**config.mk**
```make
export PLATFORM = sky130hd
export DESIGN_NAME = clock_set_controller
export DESIGN_NICKNAME = d
export VERILOG_FILES = /design/src/rtl/clock_set_controller.sv
export SDC_FILE = /design/constraint.sdc
export NUM_CORES = 1
export LEC_CHECK = 0
export CAP_MARGIN = 40
export CORE_MARGIN = 2
export CORE_UTILIZATION = 30
export DETAILED_ROUTE_END_ITERATION = 8
export GPL_TIMING_DRIVEN = 0
export HOLD_SLACK_MARGIN = 0.1
export PLACE_DENSITY_LB_ADDON = 0.3
export REMOVE_ABC_BUFFERS = 1
export SYNTH_ARGS = -nofsm -noshare
export SYNTH_HDL_FRONTEND = slang
export SYNTH_SLANG_ARGS = --single-unit
```
**constraint.sdc**
```tcl
create_clock -name clk -period 1.5 [get_ports clk]
set_clock_uncertainty 0.2 [all_clocks]
set_input_delay 0.3 -clock clk [delete_from_list [all_inputs] [get_ports clk]]
set_output_delay 0.3 -clock clk [all_outputs]
set_load 0.01 [all_outputs]
```
**src/rtl/clock_set_controller.sv**
```systemverilog
// Sequencing controller for the clock's time registers: produces run-mode enables
// from the 1 Hz timebase and a debounced, auto-repeating button set mode.
module clock_set_controller #(
  parameter int DEBOUNCE_CYCLES = 16,
  parameter int REPEAT_DELAY    = 4
) (
  input  logic       clk,
  input  logic       reset,
  input  logic       tick_1hz,
  input  logic       tick_8hz,
  input  logic       btn_mode,
  input  logic       btn_inc,
  input  logic       sec_max,
  input  logic       min_max,
  output logic       en_sec,
  output logic       en_min,
  output logic       en_hr,
  output logic       sec_clear,
  output logic       military_time,
  output logic [1:0] set_mode,
  output logic       blank
);

  typedef enum logic [1:0] {
    RUN     = 2'd0,
    SET_HR  = 2'd1,
    SET_MIN = 2'd2,
    SET_FMT = 2'd3
  } state_t;

  localparam int CW = $clog2(DEBOUNCE_CYCLES + 1);
  localparam int HW = $clog2(REPEAT_DELAY + 1);
  localparam logic [CW-1:0] DB_LAST  = CW'(DEBOUNCE_CYCLES - 1);
  localparam logic [HW-1:0] HOLD_MAX = HW'(REPEAT_DELAY);

  // Button vectors: bit 0 is btn_mode, bit 1 is btn_inc.
  logic [1:0]          sync1_q, sync1_d, sync2_q, sync2_d;
  logic [1:0]          acc_q, acc_d, press_q, press_d;
  logic [1:0][CW-1:0]  db_cnt_q, db_cnt_d;
  logic [HW-1:0]       hold_q, hold_d;
  state_t              state_q, state_d;
  logic                mil_q, mil_d;
  logic                div_q, div_d, phase_q, phase_d;
  logic                en_sec_q, en_sec_d, en_min_q, en_min_d, en_hr_q, en_hr_d;
  logic                sec_clear_q, sec_clear_d, blank_q, blank_d;
  logic                mode_press, inc_press, inc_held, rep_step, inc_evt;

  always_comb begin : front_end
    sync1_d  = {btn_inc, btn_mode};
    sync2_d  = sync1_q;
    acc_d    = acc_q;
    press_d  = '0;
    db_cnt_d = db_cnt_q;
    for (int i = 0; i < 2; i++) begin
      if (sync2_q[i] == acc_q[i]) begin
        db_cnt_d[i] = '0;
      end else if (db_cnt_q[i] == DB_LAST) begin
        db_cnt_d[i] = '0;
        acc_d[i]    = sync2_q[i];
        press_d[i]  = sync2_q[i];
      end else begin
        db_cnt_d[i] = db_cnt_q[i] + 1'b1;
      end
    end
  end

  always_comb begin : control
    mode_press = press_q[0];
    inc_press  = press_q[1];
    inc_held   = acc_q[1];
    rep_step   = tick_8hz & inc_held & (hold_q == HOLD_MAX);
    // A mode press in the same cycle swallows any increment event.
    inc_evt    = (inc_press | rep_step) & ~mode_press;

    state_d = state_q;
    if (mode_press) begin
      unique case (state_q)
        RUN:     state_d = SET_HR;
        SET_HR:  state_d = SET_MIN;
        SET_MIN: state_d = SET_FMT;
        SET_FMT: state_d = RUN;
        default: state_d = RUN;
      endcase
    end

    hold_d = hold_q;
    if (mode_press || !inc_held) begin
      hold_d = '0;
    end else if (tick_8hz && (hold_q != HOLD_MAX)) begin
      hold_d = hold_q + 1'b1;
    end

    en_sec_d = 1'b0;
    en_min_d = 1'b0;
    en_hr_d  = 1'b0;
    mil_d    = mil_q;
    unique case (state_q)
      RUN: begin
        en_sec_d = tick_1hz;
        en_min_d = tick_1hz & sec_max;
        en_hr_d  = tick_1hz & sec_max & min_max;
      end
      SET_HR:  en_hr_d  = inc_evt;
      SET_MIN: en_min_d = inc_evt;
      SET_FMT: mil_d    = mil_q ^ (inc_press & ~mode_press);
      default: ;
    endcase

    div_d       = div_q ^ tick_8hz;
    phase_d     = phase_q ^ (tick_8hz & div_q);
    sec_clear_d = (state_d != RUN);
    blank_d     = phase_d & (state_d != RUN);
  end

  always_ff @(posedge clk) begin
    if (reset) begin
      sync1_q     <= '0;
      sync2_q     <= '0;
      acc_q       <= '0;
      press_q     <= '0;
      db_cnt_q    <= '0;
      hold_q      <= '0;
      state_q     <= RUN;
      mil_q       <= 1'b0;
      div_q       <= 1'b0;
      phase_q     <= 1'b0;
      en_sec_q    <= 1'b0;
      en_min_q    <= 1'b0;
      en_hr_q     <= 1'b0;
      sec_clear_q <= 1'b0;
      blank_q     <= 1'b0;
    end else begin
      sync1_q     <= sync1_d;
      sync2_q     <= sync2_d;
      acc_q       <= acc_d;
      press_q     <= press_d;
      db_cnt_q    <= db_cnt_d;
      hold_q      <= hold_d;
      state_q     <= state_d;
      mil_q       <= mil_d;
      div_q       <= div_d;
      phase_q     <= phase_d;
      en_sec_q    <= en_sec_d;
      en_min_q    <= en_min_d;
      en_hr_q     <= en_hr_d;
      sec_clear_q <= sec_clear_d;
      blank_q     <= blank_d;
    end
  end

  assign en_sec        = en_sec_q;
  assign en_min        = en_min_q;
  assign en_hr         = en_hr_q;
  assign sec_clear     = sec_clear_q;
  assign military_time = mil_q;
  assign set_mode      = state_q;
  assign blank         = blank_q;

endmodule
```
Yosys cells after proc, flatten, opt, wreduce, memory -nomap -nowiden:

Cells that the tools add are included.

* register bits after elaboration: 31
* bits in latches: 0
* memory bits (writable): 0
* memory bits (read-only): 0
* input port bits: 8
* output and inout port bits: 8
* word-level logic and storage cells: 65
* memories kept: 0

* $add $sub $neg: 3
* multiply operators: 0
* div/mod/pow operators: 0
* magnitude comparators: 0
* equality and inequality tests: 9
* shifts and indexed selects: 0
* multiplexer cells: 4
* bitwise operators: 18
* reduce and logical (&&, ||, !) cells: 13

Operators with widths (count)
* 3-bit OR reduction: 4
* 5-bit by 1-bit adder with 5-bit output, second input constant: 2
* 5-bit by 4-bit equality test with 1-bit output, second input constant: 2
* 1-bit AND: 8
* 2-bit case mux with 4 select lines: 1
* 1-bit inverter: 6
* 2-bit equality test, second input constant: 2
* 1-bit case mux with 2 select lines: 2
* 2-bit AND reduction: 2
* 2-bit OR reduction: 2
* 3-bit by 1-bit adder with 3-bit output, second input constant: 1
* 3-bit equality test, second input constant: 1
* 3-bit inequality test, second input constant: 1
* 1-bit bitwise XOR: 3
* 1-bit equality test: 2
* 2-bit by 1-bit equality test with 1-bit output, second input constant: 1
* 2-bit zero test: 1
* 2-bit 2-to-1 mux: 1
* 2-bit nonzero test: 1
* 1-bit logical AND: 1
* 1-bit zero test: 1
* 1-bit logical OR: 1
* 1-bit bitwise OR: 1

Depth between registers and ports, before layout:

* depth after elaboration: 5
* mapped depth: 5
* depth with buffers taken out: 5

Least setup slack after synthesis:

OpenSTA, ideal clock, no wires.

* path type: reg2reg
* from: register db_cnt_q[0] in the netlist's numbering
* to: register db_cnt_q[2] in the netlist's numbering
* setup time: 65 ps
* arrival time: 1412 ps
* required time: 1235 ps
* setup slack: -177 ps
* cell stages (with the launch flop): 6
* path buffers: 0
* clock period less this slack: 1677 ps
* cell sequence: dfxtp_1 ha_1 and3_1 ha_1 or3_1 nor2_1

* longest elaborated chain between the ends: 2
* elaborated cells between the ends (all ways): 3
* those cells by class: 1 x add/sub; 1 x eq/ne; 1 x reduce/logical

Ends and longest elaborated chain
* from (decl): RTL line 39 `logic [1:0][CW-1:0] db_cnt_q, db_cnt_d;`
* from (signal assigned): RTL line 137 `db_cnt_q <= db_cnt_d;`
* branches (longest 2 deep; another with 5-bit by 1-bit adder with 5-bit output)

Several ways; the timed one is not identified.
A chain may end at the register's enable or synchronous reset.

Final worst setup path:

* from: register db_cnt_q[1] in the netlist's numbering
* to: register db_cnt_q[2] in the netlist's numbering

The elaborated chain is that of the path after synthesis.

==> impl_metrics.py <==
metrics = {
    "die": {
        "die_y_um": 67.8,
        "initial_core_util_pct": 30.8,
        "core_area_um2": 3970,
        "pin_count": 16,
        "rows": 23,
        "fp.dieW_um": 67.8,
        "dieArea_um2": 4600,
    },
    "synthesis": {
        "synth_top_area_cell": "dfxtp_1",
        "yosysSeqAreaShare_pct": 50.8,
        "synth_top_cell_area_share_pct": 50.8,
        "synth-edff-count": 0,
        "synthTopCellsByArea": "dfxtp_1 (51%), ha_1 (12%), nor2_1 (6.4%)",
        "ys_ff_latch": 31,
        "synth_cells": 118,
        "async_flop_share_pct": 0,
        "synthDistinctLibCells": 28,
        "syn_area_um2": 1220,
        "yosysWarnings": 0,
        "avgSynthCellArea_um2": 10.4,
        "ys.flop_type": "dfxtp_1",
    },
    "routing": {
        "drt_iter0_drc": 12,
        "dr.pass1.iters": 4,
        "via_per_inst": 4.57,
        "drc_errors": 0,
        "vias": 901,
        "wirelength_mm": 2.30,
        "drtAntennaViolNets": 0,
        "avgRoutedWirePerCell_um": 11.6,
    },
    "placement": {
        "gp_congestion": 0.720,
        "dp_hpwl_mm": 1.44,
        "port_buffers": 15,
    },
    "clock_network": {
        "cts_tree": "yes",
        "clock_latency_ns": 0.27,
        "numCtsBuffers": 5,
        "cts_sinks": 31,
        "cts_max_level": 2,
        "cts_root_buf": "clkbuf_8",
        "path_clk_slew_ns": 0.05,
        "clock_path_buffers": 2,
    },
    "layout": {
        "drive_above_1_share_pct": 32.0,
        "nFillCells": 383,
        "layout.nets": 168,
        "post-route-util_pct": 42.7,
        "multi_input_area_um2": 679,
        "areaGrowthSynthToFinish_pct": 38.7,
        "n_antenna_cell": 0,
        "regArea_um2": 633,
    },
    "global_routing": {
        "grt_max_degree": 21,
        "grt_pass1_vias": 937,
        "antenna_found_initial": 0,
        "gr-usage-all-layers_pct": 11.3,
        "overflow": 0,
        "grt_pass1_wl_mm": 3.79,
    },
    "setup_path": {
        "crit_chain": "ha_4 -> and3_4 -> ha_4 -> or3_4 -> nor2_1",
        "cp-end-kind": "flop",
        "crit_slowest_cell": "or3_4",
        "critical_path_class": "flop to flop",
        "slowest_delay_ns": 0.37,
        "worst_ep_required_time_ns": 1.50,
        "cp_top_family": "simple AND/OR/NAND/NOR gates",
        "startpoint_type": "flop",
        "arrival_ns": 1.56,
        "critical_path_buf_inv_count": 0,
        "crit_top_cell": "ha_4",
        "path_max_fanout": 5,
    },
    "run_status": {
        "violations": "negative setup slack",
        "status": "finished with violations",
    },
    "pwr": {
        "vdd_drop_max_uv": 631,
        "pwr_density_cell_nw_per_um2": 875,
        "power.leakage_nw": 0.659,
        "power.total_mw": 1.48,
    },
    "sta": {
        "finalHoldViolCount": 0,
        "slew_violations": 0,
        "grt_setup_unrepaired": "true",
        "fin_crit_ns": 1.56,
        "setup_ws_ns": -0.0599,
        "fin_crit_sh_pct": 104,
        "tightest_slew_ns": 0.697,
        "max_freq_mhz": 641,
        "relSlewSlack_pct": 53.5,
        "hold_ws_ns": 0.234,
        "setup_viol": 10,
    },
    "job": {
        "max_cap_violations": 0,
    },
    "min_path": {
        "worstHoldPathType": "flop to flop",
    },
}
power breakdown:
part / switching (mW) / internal [mW]
logic: 0.0312 / 0.0381
registers: 0.00656 / 0.837
clock network: 0.263 / 0.308
worst reg2reg max path: stages (launching register included):
cell and delay, ns:
dfxtp_2 0.33, ha_4 0.15, and3_4 0.18, ha_4 0.16, or3_4 0.37, nor2_1 0.11
sequential cells by signal, summed over array words and instances (netlist names):
signal         cells
acc_q              2
blank              1
db_cnt_q          10
div_q              1
en_hr              1
en_min             1
en_sec             1
hold_q             3
military_time      1
phase_q            1
press_q            2
sec_clear          1
set_mode           2
sync1_q            2
sync2_q            2
routing by layer:
metal  up-vias  share of wire [%]  GRT usage [%]
met5         -                  0              0
met1       436                 41           12.1
met3         5                2.9           3.45
met2        13                 54           19.6
met4         0                1.8           7.00
li1        447                  -              -
cell usage after synthesis (2+ instances only):
master / n
nor2_1: 21
nand3b_1: 3
and3_1: 2
nand2_1: 2
nor2b_1: 5
nand3_1: 3
inv_1: 8
dfxtp_1: 31
mux2i_1: 4
xnor2_1: 6
xor2_1: 3
a21oi_1: 3
ha_1: 12
cell usage in the layout, fill, tap and decap left out, types with 2 or more instances in the layout:
master           Yosys  final
a21oi_1              3      3
and3_4               0      2
buf_4                0      9
clkbuf_8             0      5
clkdlybuf4s50_1      0      5
dfxtp_1             31     23
dfxtp_2              0      7
dlygate4sd2_1        0      9
ha_1                12      6
ha_4                 0      5
inv_1                8      7
mux2i_1              4      4
nand2_1              2      2
nand3_1              3      3
nand3b_1             3      3
nor2_1              21     13
nor2_2               0      7
nor2b_1              5      5
or3_4                1      2
xnor2_1              6      6
xor2_1               3      3
kinds of logic (layout without fill, tap and decap cells):
| family | count (synthesis) | in the layout | share of synthesized area [%] |
|---|---|---|---|
| adder cells (fa/ha/maj) | 12 | 12 | 12.3 |
| flip-flops | 31 | 31 | 50.8 |
| AO/OA/AOI/OAI | 7 | 7 | 4.09 |
| multiplexers | 4 | 4 | 3.28 |
| AND/OR/NAND/NOR | 45 | 45 | 20.0 |
| buffers and inverters | 10 | 39 | 3.17 |
| XOR/XNOR | 9 | 9 | 6.45 |
final cells by class:
cell class                 count  area share (%)
multi-input combinational     77            40.1
sequential                    31            37.3
timing repair buffer          25            12.8
clock buffer                   6            4.28
tap                           50            3.69
inverter                       8            1.77
per-stage QoR:
| stage | setup slack [ns] | instances | instance area (um2) | TNS (ns) |
|---|---|---|---|---|
| floorplan | -0.177 | 116 | 1210 | -1.45 |
| global placement | -0.534 | 181 | 1430 | -9.81 |
| detailed placement | -0.596 | 181 | 1430 | -10.83 |
| CTS | -0.0443 | 195 | 1640 | -0.243 |
| global route | -0.0980 | 197 | 1700 | -1.04 |
| finish | -0.0599 | 197 | 1700 | -0.498 |
final timing paths:
check                                 start           to  slack, ns  cells past startpoint
worst max register to register  db_cnt_q[1]  db_cnt_q[2]      -0.06                      5
worst max-delay path            db_cnt_q[1]  db_cnt_q[2]      -0.06                      5
worst min-delay path             sync1_q[1]   sync2_q[1]       0.23                      1
worst min register to register   sync1_q[1]   sync2_q[1]       0.23                      1
what timing repair did:
item,CTS,global route
endpoints found under the setup margin,26,18
hold buffers,0,0
pin swaps,14,2
resized for setup,35,13
setup buffers,8,2
Power figures use the tool's default switching activity.
